$ cat config.mk
export PLATFORM = sky130hd
export DESIGN_NAME = cam_pixel_capture
export DESIGN_NICKNAME = d
export VERILOG_FILES = /design/src/rtl/cam_pixel_capture.sv
export SDC_FILE = /design/constraint.sdc
export NUM_CORES = 1
export LEC_CHECK = 0
export CORE_ASPECT_RATIO = 0.5
export CORE_UTILIZATION = 62
export DETAILED_ROUTE_END_ITERATION = 16
export PLACE_DENSITY = 0.86
export SLEW_MARGIN = 0
export SYNTH_ARGS = -nofsm -noshare
export SYNTH_HDL_FRONTEND = slang
export SYNTH_SLANG_ARGS = --single-unit
$ cat constraint.sdc
create_clock -name clk -period 12.2 [get_ports clk]
set_clock_uncertainty 0.1 [all_clocks]
set_input_delay 2.44 -clock clk [delete_from_list [all_inputs] [get_ports clk]]
set_output_delay 2.44 -clock clk [all_outputs]
set_load 0.02 [all_outputs]
$ cat src/rtl/cam_pixel_capture.sv
// Camera pixel capture: oversampled OV7670 bus, 1-3 byte pixel assembly, crop/decimation, FWFT output FIFO.
// Defining CAM_CAPTURE_STATS_EN builds the frame_count / drop_count statistics counters.

module cam_pixel_capture #(
    parameter int BYTES_PER_PIXEL = 2,
    parameter int OUT_DEPTH_W     = 2
) (
    input  logic                         clk,
    input  logic                         rst_n,
    input  logic                         enable,
    input  logic                         cmos_pclk,
    input  logic                         cmos_href,
    input  logic                         cmos_vsync,
    input  logic [7:0]                   cmos_db,
    input  logic [10:0]                  crop_x0,
    input  logic [10:0]                  crop_y0,
    input  logic [10:0]                  crop_w,
    input  logic [10:0]                  crop_h,
    input  logic [1:0]                   decim,
    output logic [8*BYTES_PER_PIXEL-1:0] pix_data,
    output logic                         pix_valid,
    input  logic                         pix_ready,
    output logic                         pix_sof,
    output logic                         pix_eol,
    output logic                         frame_done,
    output logic                         overflow,
    input  logic                         clear_ovf,
    output logic [15:0]                  frame_count,
    output logic [15:0]                  drop_count
);
    localparam int PW = 8 * BYTES_PER_PIXEL;
    localparam int EW = PW + 2;
    localparam logic [OUT_DEPTH_W:0] DEPTH = (OUT_DEPTH_W+1)'(1 << OUT_DEPTH_W);
    localparam logic [1:0] LAST_BYTE = 2'(BYTES_PER_PIXEL - 1);

    typedef enum logic [1:0] {ST_IDLE, ST_WAIT_FRAME, ST_CAPTURE} state_t;

    state_t                 r_state;
    logic                   r_pclk_1, r_pclk_2, r_href_1, r_href_2, r_vsync_1, r_vsync_2;
    logic [7:0]             r_db_1;
    logic [10:0]            r_x0, r_y0, r_w, r_h;
    logic [1:0]             r_decim;
    logic [11:0]            r_col, r_row;
    logic [1:0]             r_byte_idx;
    logic [PW-1:0]          r_acc;
    logic                   r_sof_pend;
    logic                   r_frame_done;

    logic [EW-1:0]          r_mem [0:(1<<OUT_DEPTH_W)-1];
    logic [OUT_DEPTH_W-1:0] r_wr_ptr, r_rd_ptr;
    logic [OUT_DEPTH_W:0]   r_mem_cnt;
    logic [PW-1:0]          r_pix_data;
    logic                   r_pix_valid, r_pix_sof, r_pix_eol, r_overflow;

    logic                   w_pclk_rise, w_href_rise, w_href_fall, w_vsync_fall, w_vsync_rise;
    logic                   w_take, w_pix_done, w_in_win, w_on_grid, w_keep, w_eol;
    logic [PW-1:0]          w_acc_next;
    logic [11:0]            w_step, w_x0, w_y0, w_x_end, w_y_end, w_dx, w_dy;
    logic [OUT_DEPTH_W:0]   w_total;
    logic                   w_pop, w_load, w_full, w_wr, w_drop;

    always_ff @(posedge clk or negedge rst_n) begin
        if (!rst_n) begin
            r_pclk_1  <= 1'b0;
            r_pclk_2  <= 1'b0;
            r_href_1  <= 1'b0;
            r_href_2  <= 1'b0;
            r_vsync_1 <= 1'b0;
            r_vsync_2 <= 1'b0;
            r_db_1    <= 8'd0;
        end else begin
            r_pclk_1  <= cmos_pclk;
            r_pclk_2  <= r_pclk_1;
            r_href_1  <= cmos_href;
            r_href_2  <= r_href_1;
            r_vsync_1 <= cmos_vsync;
            r_vsync_2 <= r_vsync_1;
            r_db_1    <= cmos_db;
        end
    end

    assign w_pclk_rise  = r_pclk_1 & ~r_pclk_2;
    assign w_href_rise  = r_href_1 & ~r_href_2;
    assign w_href_fall  = ~r_href_1 & r_href_2;
    assign w_vsync_fall = ~r_vsync_1 & r_vsync_2;
    assign w_vsync_rise = r_vsync_1 & ~r_vsync_2;

    // Earlier bytes shift toward the MSBs, so the first byte of a pixel ends up on top.
    assign w_take     = (r_state == ST_CAPTURE) & w_pclk_rise & r_href_1 & r_href_2;
    assign w_acc_next = PW'({r_acc, r_db_1});
    assign w_pix_done = w_take & (r_byte_idx == LAST_BYTE);

    assign w_step    = 12'd1 << r_decim;
    assign w_x0      = {1'b0, r_x0};
    assign w_y0      = {1'b0, r_y0};
    assign w_x_end   = w_x0 + {1'b0, r_w};
    assign w_y_end   = w_y0 + {1'b0, r_h};
    assign w_dx      = r_col - w_x0;
    assign w_dy      = r_row - w_y0;
    assign w_in_win  = (r_col >= w_x0) & (r_col < w_x_end) & (r_row >= w_y0) & (r_row < w_y_end);
    assign w_on_grid = ((w_dx & (w_step - 12'd1)) == 12'd0) & ((w_dy & (w_step - 12'd1)) == 12'd0);
    assign w_keep    = w_pix_done & w_in_win & w_on_grid;
    assign w_eol     = (w_dx + w_step) >= {1'b0, r_w};

    always_ff @(posedge clk or negedge rst_n) begin
        if (!rst_n) begin
            r_state      <= ST_IDLE;
            r_x0         <= 11'd0;
            r_y0         <= 11'd0;
            r_w          <= 11'd0;
            r_h          <= 11'd0;
            r_decim      <= 2'd0;
            r_col        <= 12'd0;
            r_row        <= 12'd0;
            r_byte_idx   <= 2'd0;
            r_acc        <= '0;
            r_sof_pend   <= 1'b0;
            r_frame_done <= 1'b0;
        end else begin
            r_frame_done <= 1'b0;
            case (r_state)
                ST_IDLE: r_state <= ST_WAIT_FRAME;
                ST_WAIT_FRAME: begin
                    if (w_vsync_fall && enable) begin
                        r_x0       <= crop_x0;
                        r_y0       <= crop_y0;
                        r_w        <= crop_w;
                        r_h        <= crop_h;
                        r_decim    <= decim;
                        r_col      <= 12'd0;
                        r_row      <= 12'd0;
                        r_byte_idx <= 2'd0;
                        r_sof_pend <= 1'b1;
                        r_state    <= ST_CAPTURE;
                    end
                end
                ST_CAPTURE: begin
                    if (w_vsync_rise) begin
                        r_frame_done <= 1'b1;
                        r_state      <= ST_WAIT_FRAME;
                    end
                    if (w_href_rise) begin
                        r_col      <= 12'd0;
                        r_byte_idx <= 2'd0;
                    end else if (w_take) begin
                        r_acc <= w_acc_next;
                        if (w_pix_done) begin
                            r_byte_idx <= 2'd0;
                            r_col      <= r_col + 12'd1;
                        end else begin
                            r_byte_idx <= r_byte_idx + 2'd1;
                        end
                    end
                    if (w_href_fall) r_row <= r_row + 12'd1;
                    if (w_keep) r_sof_pend <= 1'b0;
                end
                default: r_state <= ST_IDLE;
            endcase
        end
    end

    // Capacity counts the output register too; a pop in the same cycle frees a slot for the write.
    assign w_pop   = r_pix_valid & pix_ready;
    assign w_load  = (r_mem_cnt != '0) & (~r_pix_valid | pix_ready);
    assign w_total = r_mem_cnt + {{OUT_DEPTH_W{1'b0}}, r_pix_valid};
    assign w_full  = (w_total == DEPTH) & ~w_pop;
    assign w_wr    = w_keep & ~w_full;
    assign w_drop  = w_keep & w_full;

    always_ff @(posedge clk) begin
        if (w_wr) r_mem[r_wr_ptr] <= {w_acc_next, r_sof_pend, w_eol};
    end

    always_ff @(posedge clk or negedge rst_n) begin
        if (!rst_n) begin
            r_wr_ptr    <= '0;
            r_rd_ptr    <= '0;
            r_mem_cnt   <= '0;
            r_pix_valid <= 1'b0;
            r_pix_data  <= '0;
            r_pix_sof   <= 1'b0;
            r_pix_eol   <= 1'b0;
            r_overflow  <= 1'b0;
        end else begin
            if (w_wr) r_wr_ptr <= r_wr_ptr + 1'b1;
            if (w_load) begin
                r_rd_ptr                              <= r_rd_ptr + 1'b1;
                r_pix_valid                           <= 1'b1;
                {r_pix_data, r_pix_sof, r_pix_eol}    <= r_mem[r_rd_ptr];
            end else if (w_pop) begin
                r_pix_valid <= 1'b0;
            end
            if (w_wr && !w_load) r_mem_cnt <= r_mem_cnt + 1'b1;
            else if (!w_wr && w_load) r_mem_cnt <= r_mem_cnt - 1'b1;
            if (w_drop) r_overflow <= 1'b1;
            else if (clear_ovf) r_overflow <= 1'b0;
        end
    end

    assign pix_data   = r_pix_data;
    assign pix_valid  = r_pix_valid;
    assign pix_sof    = r_pix_sof;
    assign pix_eol    = r_pix_eol;
    assign frame_done = r_frame_done;
    assign overflow   = r_overflow;

`ifdef CAM_CAPTURE_STATS_EN
    logic [15:0] r_frame_count, r_drop_count;

    always_ff @(posedge clk or negedge rst_n) begin
        if (!rst_n) begin
            r_frame_count <= 16'd0;
            r_drop_count  <= 16'd0;
        end else begin
            if (r_frame_done) r_frame_count <= r_frame_count + 16'd1;
            if (w_drop && r_drop_count != 16'hFFFF) r_drop_count <= r_drop_count + 16'd1;
        end
    end

    assign frame_count = r_frame_count;
    assign drop_count  = r_drop_count;
`else
    assign frame_count = 16'd0;
    assign drop_count  = 16'd0;
`endif

endmodule

==> reports/metrics.csv <==
metric;value;unit
via count;7200;
port buffer count;82;
CTS Buf Count;17;
Area contributors post-synth;dfrtp_1 29%, edfxtp_1 20%, ha_1 11%;
Total Routed Length;22400;µm
synthesized cell area;10600;µm²
CTS max path bufs;2;
VDD IR max;0.140;mV
slew margin rel.;0.146;
worst path cell trace;ha_1 > fa_1 > a21o_1 > a21oi_1 > o21bai_1 > a21oi_1 > o21ai_0 > a21o_1 > a21oi_1 > xor2_1 > ha_1 > and3_1 > a221oi_1 > nand4_1 > or4b_4 > nor3_4 > ha_1 > inv_1 > fa_1 > xor2_1 > nor2_1 > xor2_1;
largest net degree at the start of global routing;92;
run status;finished clean;
clock sinks;197;
Synth-to-Final Area Change;14.5;%
CP max-delay cell;or4b_4;
FP Rows;33;
initial antenna violation count;0;
worst hold-check path type;reg2reg;
max cap viols;0;
WP data arrival;6.02;ns
DP Worst Slack;6.58;ns
power density cells;195;nW/µm²
layout cells sized above 1;0.109;
Vias/cell;5.82;
antenna-violating nets left;0;
number of synthesized flops with an enable pin;72;
max incr delay on CP;0.58;ns
critical path type;reg2reg;
Synth cell types;70;
Mapped Avg Cell Area;11.6;µm²
all-layer global routing usage;0.273;
RSZ-0062 raised after global routing;false;
CP Launch Type;flop;
number of remaining DRC errors;0;
H-tree Lvls;4;
final worst path period need;5.75;ns
total gr overflow;0;
endpoint class of the critical path;flop;
Detailed Route Iter0 Violations;407;
synthesis-stage register bit count;197;
Placer Congestion;0.894;
I/O Pins;115;
DRT Pass-1 Iters;5;
post-CTS sizing;0;
area of the die;17700;µm²
count of pins over their slew limit;0;
Tcrit/Tclk final;0.471;
WP data required;12.47;ns
main flop type after synthesis;dfrtp_1;
post-synth top area cell;dfrtp_1;
CTS tree;done;
global-route wire length before repair;37000;µm
worst slew pin tran;1.25;ns
Syn Inst Count;914;
clk slew on worst S/H paths;0.08;ns
hold_buf cts;0;
sequential element share of the synthesized area;0.497;
Die Ht;94.7;µm
Synth top area share;0.294;
# Post-CTS Setup Buffers;0;
vias in the first global route;7485;
sequential cell area;5290;µm²
WL/cell;18.1;µm
R2R cell count;22;
Ys Warns;0;
Total Neg Setup Slack;0;ns
Root Buffer;clkbuf_16;
antenna cells;0;
Starting Density;0.641;
hold depth;0;
Max Freq;174;MHz
Final #Nets;1158;
multi-input logic area;4900;µm²
Fillers;1108;
worst skew pair latency;0.44;ns
CORE AREA;16600;µm²
leakage;5.21;nW
Post-synth ARST share;0.635;
Die Width;187;µm
final hold viol count;0;
CP Max Fanout;7;
final worst setup slack;6.45;ns
final setup violation count;0;
Final HPWL DP;16300;µm
## routing by layer
metal  wire length [µm]  track usage
met1               9650        0.344
met2              11100        0.484
met3               1150       0.0513
met4                488       0.0902
met5                  0            0
## flip-flops by register name, summed over array words and instances (netlist names), 2 cells and up
signal / flops
r_wr_ptr: 2
r_mem_cnt: 3
r_rd_ptr: 2
r_acc: 8
r_col: 12
pix_data: 16
r_w: 11
r_x0: 11
r_h: 11
r_db_1: 8
r_mem: 72
r_row: 12
r_byte_idx: 2
r_y0: 11
r_state: 2
r_decim: 2
## worst paths after layout
| kind | startpoint | end | slack, ns |
|---|---|---|---|
| hold / removal | r_pclk_1 | r_pclk_2 | 0.29 |
| max in group asynchronous | rst_n | r_row[2] | 8.67 |
| hold reg to reg | r_pclk_1 | r_pclk_2 | 0.29 |
| min in group asynchronous | rst_n | r_db_1[1] | 1.95 |
| setup / recovery | r_x0[0] | r_mem_cnt[2] | 6.45 |
| setup reg to reg | r_x0[0] | r_mem_cnt[2] | 6.45 |
## placed cells by master (no fill, tap or decap), drive strengths merged, types with 26 or more instances in the layout
cell | netlist | layout
a21oi | 46 | 46
clkdlybuf4s50 | 0 | 81
conb | 1 | 32
dfrtp | 125 | 125
edfxtp | 72 | 72
ha | 92 | 92
inv | 68 | 75
mux2 | 44 | 44
nand2 | 64 | 64
nor2 | 48 | 48
o21ai | 59 | 59
xnor2 | 26 | 26
xor2 | 27 | 27
## cell usage after synthesis, types with 3 or more instances
library cell  count
a311oi_1          3
fa_1              6
xnor2_1          26
nand4_1           8
o21a_1            8
nor3_1           12
buf_2             3
a2111oi_0         3
a21o_1           11
nand2b_1          6
nand3_1          17
or3_1             9
o211ai_1          5
xor2_1           27
ha_1             92
nand2_1          64
inv_1            68
o21ai_0          59
o2111ai_1         4
nor2_1           48
dfrtp_1         125
a21oi_1          46
clkbuf_1         16
buf_4            32
edfxtp_1         72
mux4_2           18
mux2_2           43
and2_1            9
o21bai_1          3
and3_1            4
a21boi_0          4
nor2b_1          12
## cells by family (layout without fill, tap and decap cells)
logic type	count (synthesis)	count (layout)	share of synthesized area
buffers and inverters	121	187	0.0543
adder cells (fa/ha/maj)	98	98	0.119
AND/OR/NAND/NOR	209	209	0.0992
XOR/XNOR	53	53	0.0436
multiplexers	64	64	0.0868
other	1	32	0.000352
flip-flops	197	197	0.497
AO/OA/AOI/OAI	171	171	0.0994
## worst max-delay path, delay by kind of cell, from the launching register on
kind,cells,cell delay [ns]
buffers and inverters,1,0.06
DFF,1,0.41
xor gates and xnor gates,3,0.52
and+or+nand+nor,5,1.39
AOI/OAI and AO/OA,8,1.63
adders and majority gates,5,1.54
## stage by stage
stage	std cells	utilization	cell area (µm²)	hold WS (ns)	power, mW
finish	1238	0.734	12200	0.292	2.37
global route	1238	0.734	12200	0.303	2.52
CTS	1238	0.734	12200	0.296	2.38
detailed placement	1206	0.698	11600	0.279	1.80
global placement	1206	0.698	11600	0.269	1.75
floorplan	945	-	10800	0.254	1.52
## power by group
part	leakage (nW)	internal [mW]	switching (mW)	total, mW
registers	2.19	0.775	0.0808	0.855
clock network	0.288	0.278	0.286	0.564
logic	2.73	0.448	0.506	0.954
## area by class of cell
| class | count | share of cell area |
|---|---|---|
| Tap cell | 227 | 0.0233 |
| Multi-Input combinational cell | 627 | 0.402 |
| Clock buffer | 17 | 0.0349 |
| Timing Repair Buffer | 87 | 0.0702 |
| Sequential cell | 197 | 0.434 |
| Clock inverter | 15 | 0.0145 |
| Inverter | 68 | 0.0209 |
No activity file was read; power rests on OpenSTA's default activity.
